<file path="config.mk">
export PLATFORM = sky130hd
export DESIGN_NAME = mem_bus_arbiter
export DESIGN_NICKNAME = d
export VERILOG_FILES = /design/src/rtl/mem_bus_arbiter.sv
export SDC_FILE = /design/constraint.sdc
export NUM_CORES = 1
export LEC_CHECK = 0
export CAP_MARGIN = 20
export CORE_MARGIN = 3
export CORE_UTILIZATION = 43
export DETAILED_ROUTE_END_ITERATION = 10
export GPL_TIMING_DRIVEN = 0
export PLACE_DENSITY = 0.81
export SYNTH_ARGS = -nofsm -noshare
export SYNTH_HDL_FRONTEND = slang
export SYNTH_SLANG_ARGS = --single-unit
</file>
<file path="constraint.sdc">
create_clock -name clk -period 3.1 [get_ports clk]
set_input_delay 0.62 -clock clk [delete_from_list [all_inputs] [get_ports clk]]
set_output_delay 0.62 -clock clk [all_outputs]
set_load 0.02 [all_outputs]
</file>
<file path="src/rtl/mem_bus_arbiter.sv">
// Arbitrates one memory bus between the instruction-fetch and data-access ports.
// Registered bus outputs, one-cycle acks, and a saturating wait counter with sticky timeout error.
module mem_bus_arbiter #(
    parameter bit          FAIR    = 1'b1,
    parameter int unsigned TIMEOUT = 255
) (
    input  logic        clk,
    input  logic        reset,
    input  logic        instr_read,
    input  logic [31:0] instr_addr,
    output logic [31:0] instr_rdata,
    output logic        instr_ack,
    input  logic        data_read,
    input  logic        data_write,
    input  logic [31:0] data_addr,
    input  logic [31:0] data_writedata,
    input  logic [3:0]  data_byteenable,
    output logic [31:0] data_rdata,
    output logic        data_ack,
    output logic [31:0] mem_address,
    output logic        mem_read,
    output logic        mem_write,
    output logic [31:0] mem_writedata,
    output logic [3:0]  mem_byteenable,
    input  logic [31:0] mem_readdata,
    input  logic        mem_waitrequest,
    output logic        bus_error
);

    typedef enum logic [1:0] {StIdle, StBusI, StBusD, StAck} state_e;

    localparam logic [7:0] TimeoutCnt = 8'(TIMEOUT);
    localparam bit         TimeoutEn  = (TIMEOUT != 0);

    state_e      state_q, state_d;
    logic        last_data_q, last_data_d;  // 1: most recent grant went to the data port
    logic [7:0]  wait_cnt_q, wait_cnt_d;
    logic [31:0] mem_address_q, mem_address_d;
    logic        mem_read_q, mem_read_d;
    logic        mem_write_q, mem_write_d;
    logic [31:0] mem_writedata_q, mem_writedata_d;
    logic [3:0]  mem_byteenable_q, mem_byteenable_d;
    logic [31:0] instr_rdata_q, instr_rdata_d;
    logic [31:0] data_rdata_q, data_rdata_d;
    logic        instr_ack_q, instr_ack_d;
    logic        data_ack_q, data_ack_d;
    logic        bus_error_q, bus_error_d;

    logic        data_req;
    logic        grant_data;
    logic [7:0]  wait_cnt_inc;

    always_comb begin
        state_d          = state_q;
        last_data_d      = last_data_q;
        wait_cnt_d       = wait_cnt_q;
        mem_address_d    = mem_address_q;
        mem_read_d       = mem_read_q;
        mem_write_d      = mem_write_q;
        mem_writedata_d  = mem_writedata_q;
        mem_byteenable_d = mem_byteenable_q;
        instr_rdata_d    = instr_rdata_q;
        data_rdata_d     = data_rdata_q;
        instr_ack_d      = 1'b0;
        data_ack_d       = 1'b0;
        bus_error_d      = bus_error_q;

        data_req     = data_read | data_write;
        grant_data   = data_req & (~instr_read | ~FAIR | ~last_data_q);
        wait_cnt_inc = (wait_cnt_q == 8'hff) ? wait_cnt_q : wait_cnt_q + 8'd1;

        unique case (state_q)
            StIdle: begin
                wait_cnt_d = '0;
                if (grant_data) begin
                    mem_address_d    = data_addr;
                    // A simultaneous read and write is treated as a write.
                    mem_write_d      = data_write;
                    mem_read_d       = data_read & ~data_write;
                    mem_writedata_d  = data_writedata;
                    mem_byteenable_d = data_byteenable;
                    last_data_d      = 1'b1;
                    state_d          = StBusD;
                end else if (instr_read) begin
                    mem_address_d    = instr_addr;
                    mem_read_d       = 1'b1;
                    mem_write_d      = 1'b0;
                    mem_writedata_d  = '0;
                    mem_byteenable_d = 4'b1111;
                    last_data_d      = 1'b0;
                    state_d          = StBusI;
                end
            end
            StBusI, StBusD: begin
                if (!mem_waitrequest) begin
                    mem_read_d  = 1'b0;
                    mem_write_d = 1'b0;
                    state_d     = StAck;
                    if (state_q == StBusI) begin
                        instr_rdata_d = mem_readdata;
                        instr_ack_d   = 1'b1;
                    end else begin
                        if (mem_read_q) begin
                            data_rdata_d = mem_readdata;
                        end
                        data_ack_d = 1'b1;
                    end
                end else begin
                    wait_cnt_d = wait_cnt_inc;
                    if (TimeoutEn && (wait_cnt_inc >= TimeoutCnt)) begin
                        mem_read_d  = 1'b0;
                        mem_write_d = 1'b0;
                        bus_error_d = 1'b1;
                        state_d     = StAck;
                        if (state_q == StBusI) begin
                            instr_rdata_d = '0;
                            instr_ack_d   = 1'b1;
                        end else begin
                            data_rdata_d = '0;
                            data_ack_d   = 1'b1;
                        end
                    end
                end
            end
            StAck: begin
                wait_cnt_d = '0;
                state_d    = StIdle;
            end
            default: state_d = StIdle;
        endcase
    end

    always_ff @(posedge clk or negedge reset) begin
        if (!reset) begin
            state_q          <= StIdle;
            last_data_q      <= 1'b0;
            wait_cnt_q       <= '0;
            mem_address_q    <= '0;
            mem_read_q       <= 1'b0;
            mem_write_q      <= 1'b0;
            mem_writedata_q  <= '0;
            mem_byteenable_q <= '0;
            instr_rdata_q    <= '0;
            data_rdata_q     <= '0;
            instr_ack_q      <= 1'b0;
            data_ack_q       <= 1'b0;
            bus_error_q      <= 1'b0;
        end else begin
            state_q          <= state_d;
            last_data_q      <= last_data_d;
            wait_cnt_q       <= wait_cnt_d;
            mem_address_q    <= mem_address_d;
            mem_read_q       <= mem_read_d;
            mem_write_q      <= mem_write_d;
            mem_writedata_q  <= mem_writedata_d;
            mem_byteenable_q <= mem_byteenable_d;
            instr_rdata_q    <= instr_rdata_d;
            data_rdata_q     <= data_rdata_d;
            instr_ack_q      <= instr_ack_d;
            data_ack_q       <= data_ack_d;
            bus_error_q      <= bus_error_d;
        end
    end

    assign mem_address    = mem_address_q;
    assign mem_read       = mem_read_q;
    assign mem_write      = mem_write_q;
    assign mem_writedata  = mem_writedata_q;
    assign mem_byteenable = mem_byteenable_q;
    assign instr_rdata    = instr_rdata_q;
    assign data_rdata     = data_rdata_q;
    assign instr_ack      = instr_ack_q;
    assign data_ack       = data_ack_q;
    assign bus_error      = bus_error_q;

endmodule

</file>
* After elaboration in Yosys (flattened, before gate mapping)
Cells that the tools add are included.
Storage, ports and cells: register bits 148, input port bits 138, word-level logic and storage cells 86
Cells by class: add/sub/neg operators 1, order comparisons 1, equal/unequal tests 11, mux-type cells 40, bitwise gates (word level) 7, reduce and logical (&&, ||, !) cells 13
Operators by type and width (count):
- 2-to-1 mux 32 bit | 13
- 2-to-1 mux 8 bit | 2
- one-hot mux 8 bit (2 select lines) | 1
- 2-to-1 mux 1 bit | 15
- adder 8 x 1 -> 8 bit (second input constant) | 1
- == test 8 bit (second input constant) | 1
- greater-or-equal comparator 8 bit (second input constant) | 1
- 2-to-1 mux 2 bit | 4
- 2-to-1 mux 4 bit | 2
- != test 2 bit (second input constant) | 4
- nonzero test 2 bit | 4
- != test 3 bit (second input constant) | 2
- one-hot mux 2 bit (3 select lines) | 1
- AND reduction 3 bit | 2
- AND reduction 5 bit | 1
- == test 2 bit (second input constant) | 2
- one-hot mux 1 bit (2 select lines) | 2
- AND reduction 2 bit | 2
- AND reduction 4 bit | 1
- OR reduction 2 bit | 2
- inverter 1 bit | 3
- bitwise AND 1 bit | 2
- == test 2 x 1 -> 1 bit (second input constant) | 1
- logical NOT 2 bit | 1
- other kinds (2) | 3

* Logic depth before layout (Yosys ltp)
Gate-level depths: netlist (run 1).
depth in word-level cells 6, depth in mapped cells 9, mapped depth without buffers 7

* Least setup slack after synthesis (run 1)
Ideal clock, no wire load.
path type register to register, start reg state_q[0], end reg data_rdata_q[10] (netlist: data_rdata[10]), setup time 77 ps, arrival 2124 ps, required time 3023 ps, slack 899 ps, cell stages (with the launch flop) 10, buffers on the path 3, clock period less this slack 2201 ps, cells stage by stage dfrtp_1 > inv_1 > ha_1 > clkbuf_1 > inv_1 > buf_2 > nor4b_1 > clkbuf_1 > nand2_1 > a21oi_1
Between the ends: cells in the longest elaborated chain, start to end 3, elaborated cells on any way between the ends 6, classes of those cells eq/ne (4); reduce/logical (2)
Ends and longest elaborated chain:
- start: declaration | RTL line 35 | state_e state_q, state_d;
- start signal: assignment | RTL line 135 | state_q <= StIdle;
- start signal: assignment | RTL line 149 | state_q <= state_d;
- == test 2 x 1 -> 1 bit / == test 2 bit (equally long branches) | RTL line 72, 99, 115
- != test 2 bit (no source line) / OR reduction 2 bit (equally long branches)
- AND reduction 5 bit (no source line) *
- end signal: assignment | RTL line 158 | data_rdata_q <= data_rdata_d;
- end: declaration | RTL line 44 | logic [31:0] data_rdata_q, data_rdata_d;
Mark *: on every way between the ends. The rest lies on a longest branch, timed or not. A chain may end at the register's enable or synchronous reset.

* Final worst setup path (run 1)
start reg wait_cnt_q[0], end reg instr_rdata_q[13] (netlist: instr_rdata[13])
Between the ends: cells in the longest elaborated chain, start to end 5, elaborated cells on any way between the ends 7, classes of those cells add/sub (1); order compare (1); eq/ne (3); mux (1); reduce/logical (1)
Ends and longest elaborated chain:
- start: declaration | RTL line 37 | logic [7:0] wait_cnt_q, wait_cnt_d;
- start signal: assignment | RTL line 151 | wait_cnt_q <= wait_cnt_d;
- adder 8 x 1 -> 8 bit / == test 8 bit (equally long branches) | RTL line 70 | wait_cnt_inc = (wait_cnt_q == 8'hff) ? wait_cnt_q : wait_cnt_q + 8'd1;
- 2-to-1 mux 8 bit * | RTL line 70
- greater-or-equal comparator 8 bit * | RTL line 110 | if (TimeoutEn && (wait_cnt_inc >= TimeoutCnt)) begin
- != test 2 bit (no source line) / != test 2 x 1 -> 1 bit (equally long branches)
- AND reduction 4 bit (no source line) *
- end signal: assignment | RTL line 157 | instr_rdata_q <= instr_rdata_d;
- end: declaration | RTL line 43 | logic [31:0] instr_rdata_q, instr_rdata_d;
Marked as above.

==> impl_metrics.ini, run 1 <==
[floorplanning]
row_count = 43
die_h_um = 127.7
ioPinCount = 275
core_area_um2 = 14200
dieArea_um2 = 16310
die_x_um = 127.7
start_util = 0.4485

[clocking]
cts_root_buf = clkbuf_16
clock-sinks = 148
cts_buffer_depth = 2
cts_tree = done
clkLatencyLatePin_ns = 0.42
cts_max_level = 4
cts_made_buffers = 17
path_clk_slew_ns = 0.06

[place]
pre_cts_slack_ns = -0.1725
routabilityCongestion = 0.8390
portBuffers = 274
dp.cells = 1078
detailed_place.area_um2 = 9366
dp_hpwl_um = 15280

[drt]
met1Wirelength_um = 8172
viasPerCell = 5.260
drtIter0Drc = 401
vias = 5833
route.met3.wl_um = 1112
wl_met2_um = 10280
wl_per_cell_um = 18.25
ant_nets = 0
top_layer_used = met4
detail_route.first_pass.iterations = 6
drc_errors = 0
postRouteWirelength_um = 20240

[sta]
hold_ws_ns = 0.2402
fmax_ghz = 0.3603
maxSlewViolCount = 0
clock-skew-final_ns = 0.009829
worstMarginPinSlew_ns = 0.8370
finalHoldViolCount = 0
setup_tns_ns = 0
rsz0062_at_grt = false
fin_crit_ns = 2.776
slew_headroom = 0.4420
fin_ws_ns = 0.3244
setup_violations = 0
finalCritPeriodShare = 0.8953

[power]
powerDensity_nw_per_um2 = 1048
p_leak_nw = 4.483
irDropWorstVdd_mv = 0.6614
totalPowerFinal_mw = 10.47

[cells_and_area]
synthToLayoutAreaGrowth_pct = 56.81
nets = 1058
n_fill_cell = 1095
final_area_um2 = 9988
fin_util = 0.7032
diodes = 0
instances_no_fill = 1109
drive_above_1_share = 0.05167

[synth]
synthTopCellsByArea = dfrtp_1 58%, nand2_1 6.6%, o21ai_0 5.8%
async_reset_ff_frac = 1.000
synth_ff_type = dfrtp_1
avgSynthCellArea_um2 = 10.22
yosysWarnings = 0
synth_seq_cells = 148
synth.distinct_cells = 43
yosysTopAreaCell = dfrtp_1
synth-edff-count = 0
yosys.area.top_type_share = 0.5814
synthesis.area_um2 = 6370
synth_fp_nets = 764
yosysSeqAreaShare = 0.5814
synthCells = 623

[worst_setup_path]
rr_worst_depth = 8
path_class = flop to flop
path_cells = ha_1 -> buf_2 -> nand4_1 -> or3_1 -> a32o_1 -> o21ai_2 -> clkbuf_1 -> o21ai_0
crit_buf_inv = 2
worstReg2RegStart = wait_cnt_q[0]
max_stage_delay_ns = 0.46
crit_slowest_cell = dfrtp_1
startpoint_type = flop
worstPathRequired_ns = 3.36
path_delay_family = compound AO/OA/AOI/OAI gates
endpoint_kind = flop
r2r-end = instr_rdata[13]
rrSetupSlack_ns = 0.32
arrival_ns = 3.04
critical_path.max_fanout = 10

[global_routing]
grt_max_degree = 85
first_global_vias = 5881
globalRouteOverflowTotal = 0
grt_pass1_wl_um = 31120
track_usage = 0.2466
antenna_found_initial = 0

[flow_run]
cap_violations = 0

[run_status]
status = complete, no violations

[min_path]
hold_path.class = input pin to asynchronous set/reset pin
==> flip-flops by register name, indices dropped and copies added, names as in the netlist, 2 cells and up <==
register        count
mem_writedata      32
mem_address        32
state_q             2
data_rdata         32
instr_rdata        32
wait_cnt_q          8
mem_byteenable      4
==> logic make-up after synthesis <==
kind of cell | count (synthesis) | share of synthesized area
AOI/OAI and AO/OA | 199 | 0.1976
DFF | 148 | 0.5814
buffers and inverters | 83 | 0.05362
and+or+nand+nor | 155 | 0.1069
muxes | 33 | 0.05186
adders and majority gates | 3 | 0.005893
xor gates and xnor gates | 2 | 0.002750
==> worst max path at each step <==
stage / startpoint / endpoint / slack [ns] / cells after the start
6_report: wait_cnt_q[0] / instr_rdata[13] / 0.32 / 8
5_1_grt: wait_cnt_q[0] / instr_rdata[13] / 0.07 / 8
2_1_floorplan: state_q[0] / data_rdata[10] / 0.90 / 9
3_5_place_dp: data_write / mem_address[17] / -0.17 / 8
3_3_place_gp: reset / mem_address[13] / -4.56 / 1
4_1_cts: state_q[1] / data_rdata[2] / 0.19 / 9
==> cell usage after synthesis, types with 4 or more instances <==
master / instances
nand3_1: 5
mux2i_1: 33
a22oi_1: 32
nand2_1: 112
o21ai_0: 74
nor2_1: 12
clkbuf_1: 33
nor3_1: 5
buf_2: 6
dfrtp_1: 148
o22a_1: 4
a21oi_1: 41
a22o_1: 32
a31oi_1: 4
inv_1: 38
==> layout by cell type (no fill, tap or decap), types with 4 or more instances in the layout <==
| master | instances |
|---|---|
| nor2_1 | 12 |
| dfrtp_1 | 148 |
| o22a_1 | 4 |
| buf_2 | 6 |
| inv_1 | 38 |
| a31oi_1 | 4 |
| o21ai_0 | 74 |
| clkinv_2 | 4 |
| clkdlybuf4s50_1 | 273 |
| a21oi_1 | 41 |
| buf_6 | 4 |
| mux2i_1 | 33 |
| a22o_1 | 32 |
| nand2_1 | 112 |
| a22oi_1 | 32 |
| clkbuf_8 | 4 |
| nand3_1 | 5 |
| nor3_1 | 4 |
| clkbuf_1 | 34 |
| clkbuf_16 | 17 |
==> final cells by class <==
type,count,area (um^2),share of cell area
Sequential cell,148,3704,0.3708
Timing Repair Buffer,275,2771,0.2775
Multi-Input combinational cell,392,2336,0.2339
Clock buffer,22,484.2,0.04848
Tap cell,180,225.2,0.02255
Buffer,45,198.9,0.01992
Inverter,38,142.6,0.01428
Clock inverter,9,126.4,0.01265
==> routing by layer <==
layer	GRT usage	vias up
li1	-	2763
met1	0.3101	2847
met2	0.4041	179
met3	0.06917	44
met4	0.09925	0
met5	0	-
==> power by group <==
| part | internal (mW) | switching [mW] |
|---|---|---|
| clock | 1.34 | 0.779 |
| sequential | 2.77 | 0.535 |
| combinational | 2.33 | 2.71 |
==> timing repair <==
| item | 4_1_cts | 5_1_grt |
|---|---|---|
| buffers inserted | 0 | 0 |
| hold buffers | 0 | 0 |
| gates resized for setup | 0 | 2 |
| endpoints found under the setup margin | 0 | 38 |
No activity file was read; power rests on OpenSTA's default activity.
==> run 2: changes to the inputs <==
--- a/config.mk
+++ b/config.mk
@@ -14,3 +14,4 @@
 export SYNTH_ARGS = -nofsm -noshare
 export SYNTH_HDL_FRONTEND = slang
 export SYNTH_SLANG_ARGS = --single-unit
+export TNS_END_PERCENT = 1
==> results of run 2 <==
The final DEF is identical to that of run 1; final timing and power are the same.
==> run 3: changes to the inputs <==
--- a/config.mk
+++ b/config.mk
@@ -8,6 +8,7 @@
 export CAP_MARGIN = 20
 export CORE_MARGIN = 3
 export CORE_UTILIZATION = 43
+export CTS_CLUSTER_DIAMETER = 50
 export DETAILED_ROUTE_END_ITERATION = 10
 export GPL_TIMING_DRIVEN = 0
 export PLACE_DENSITY = 0.81
==> results of run 3 <==
The final DEF is identical to that of run 1; final timing and power are the same.
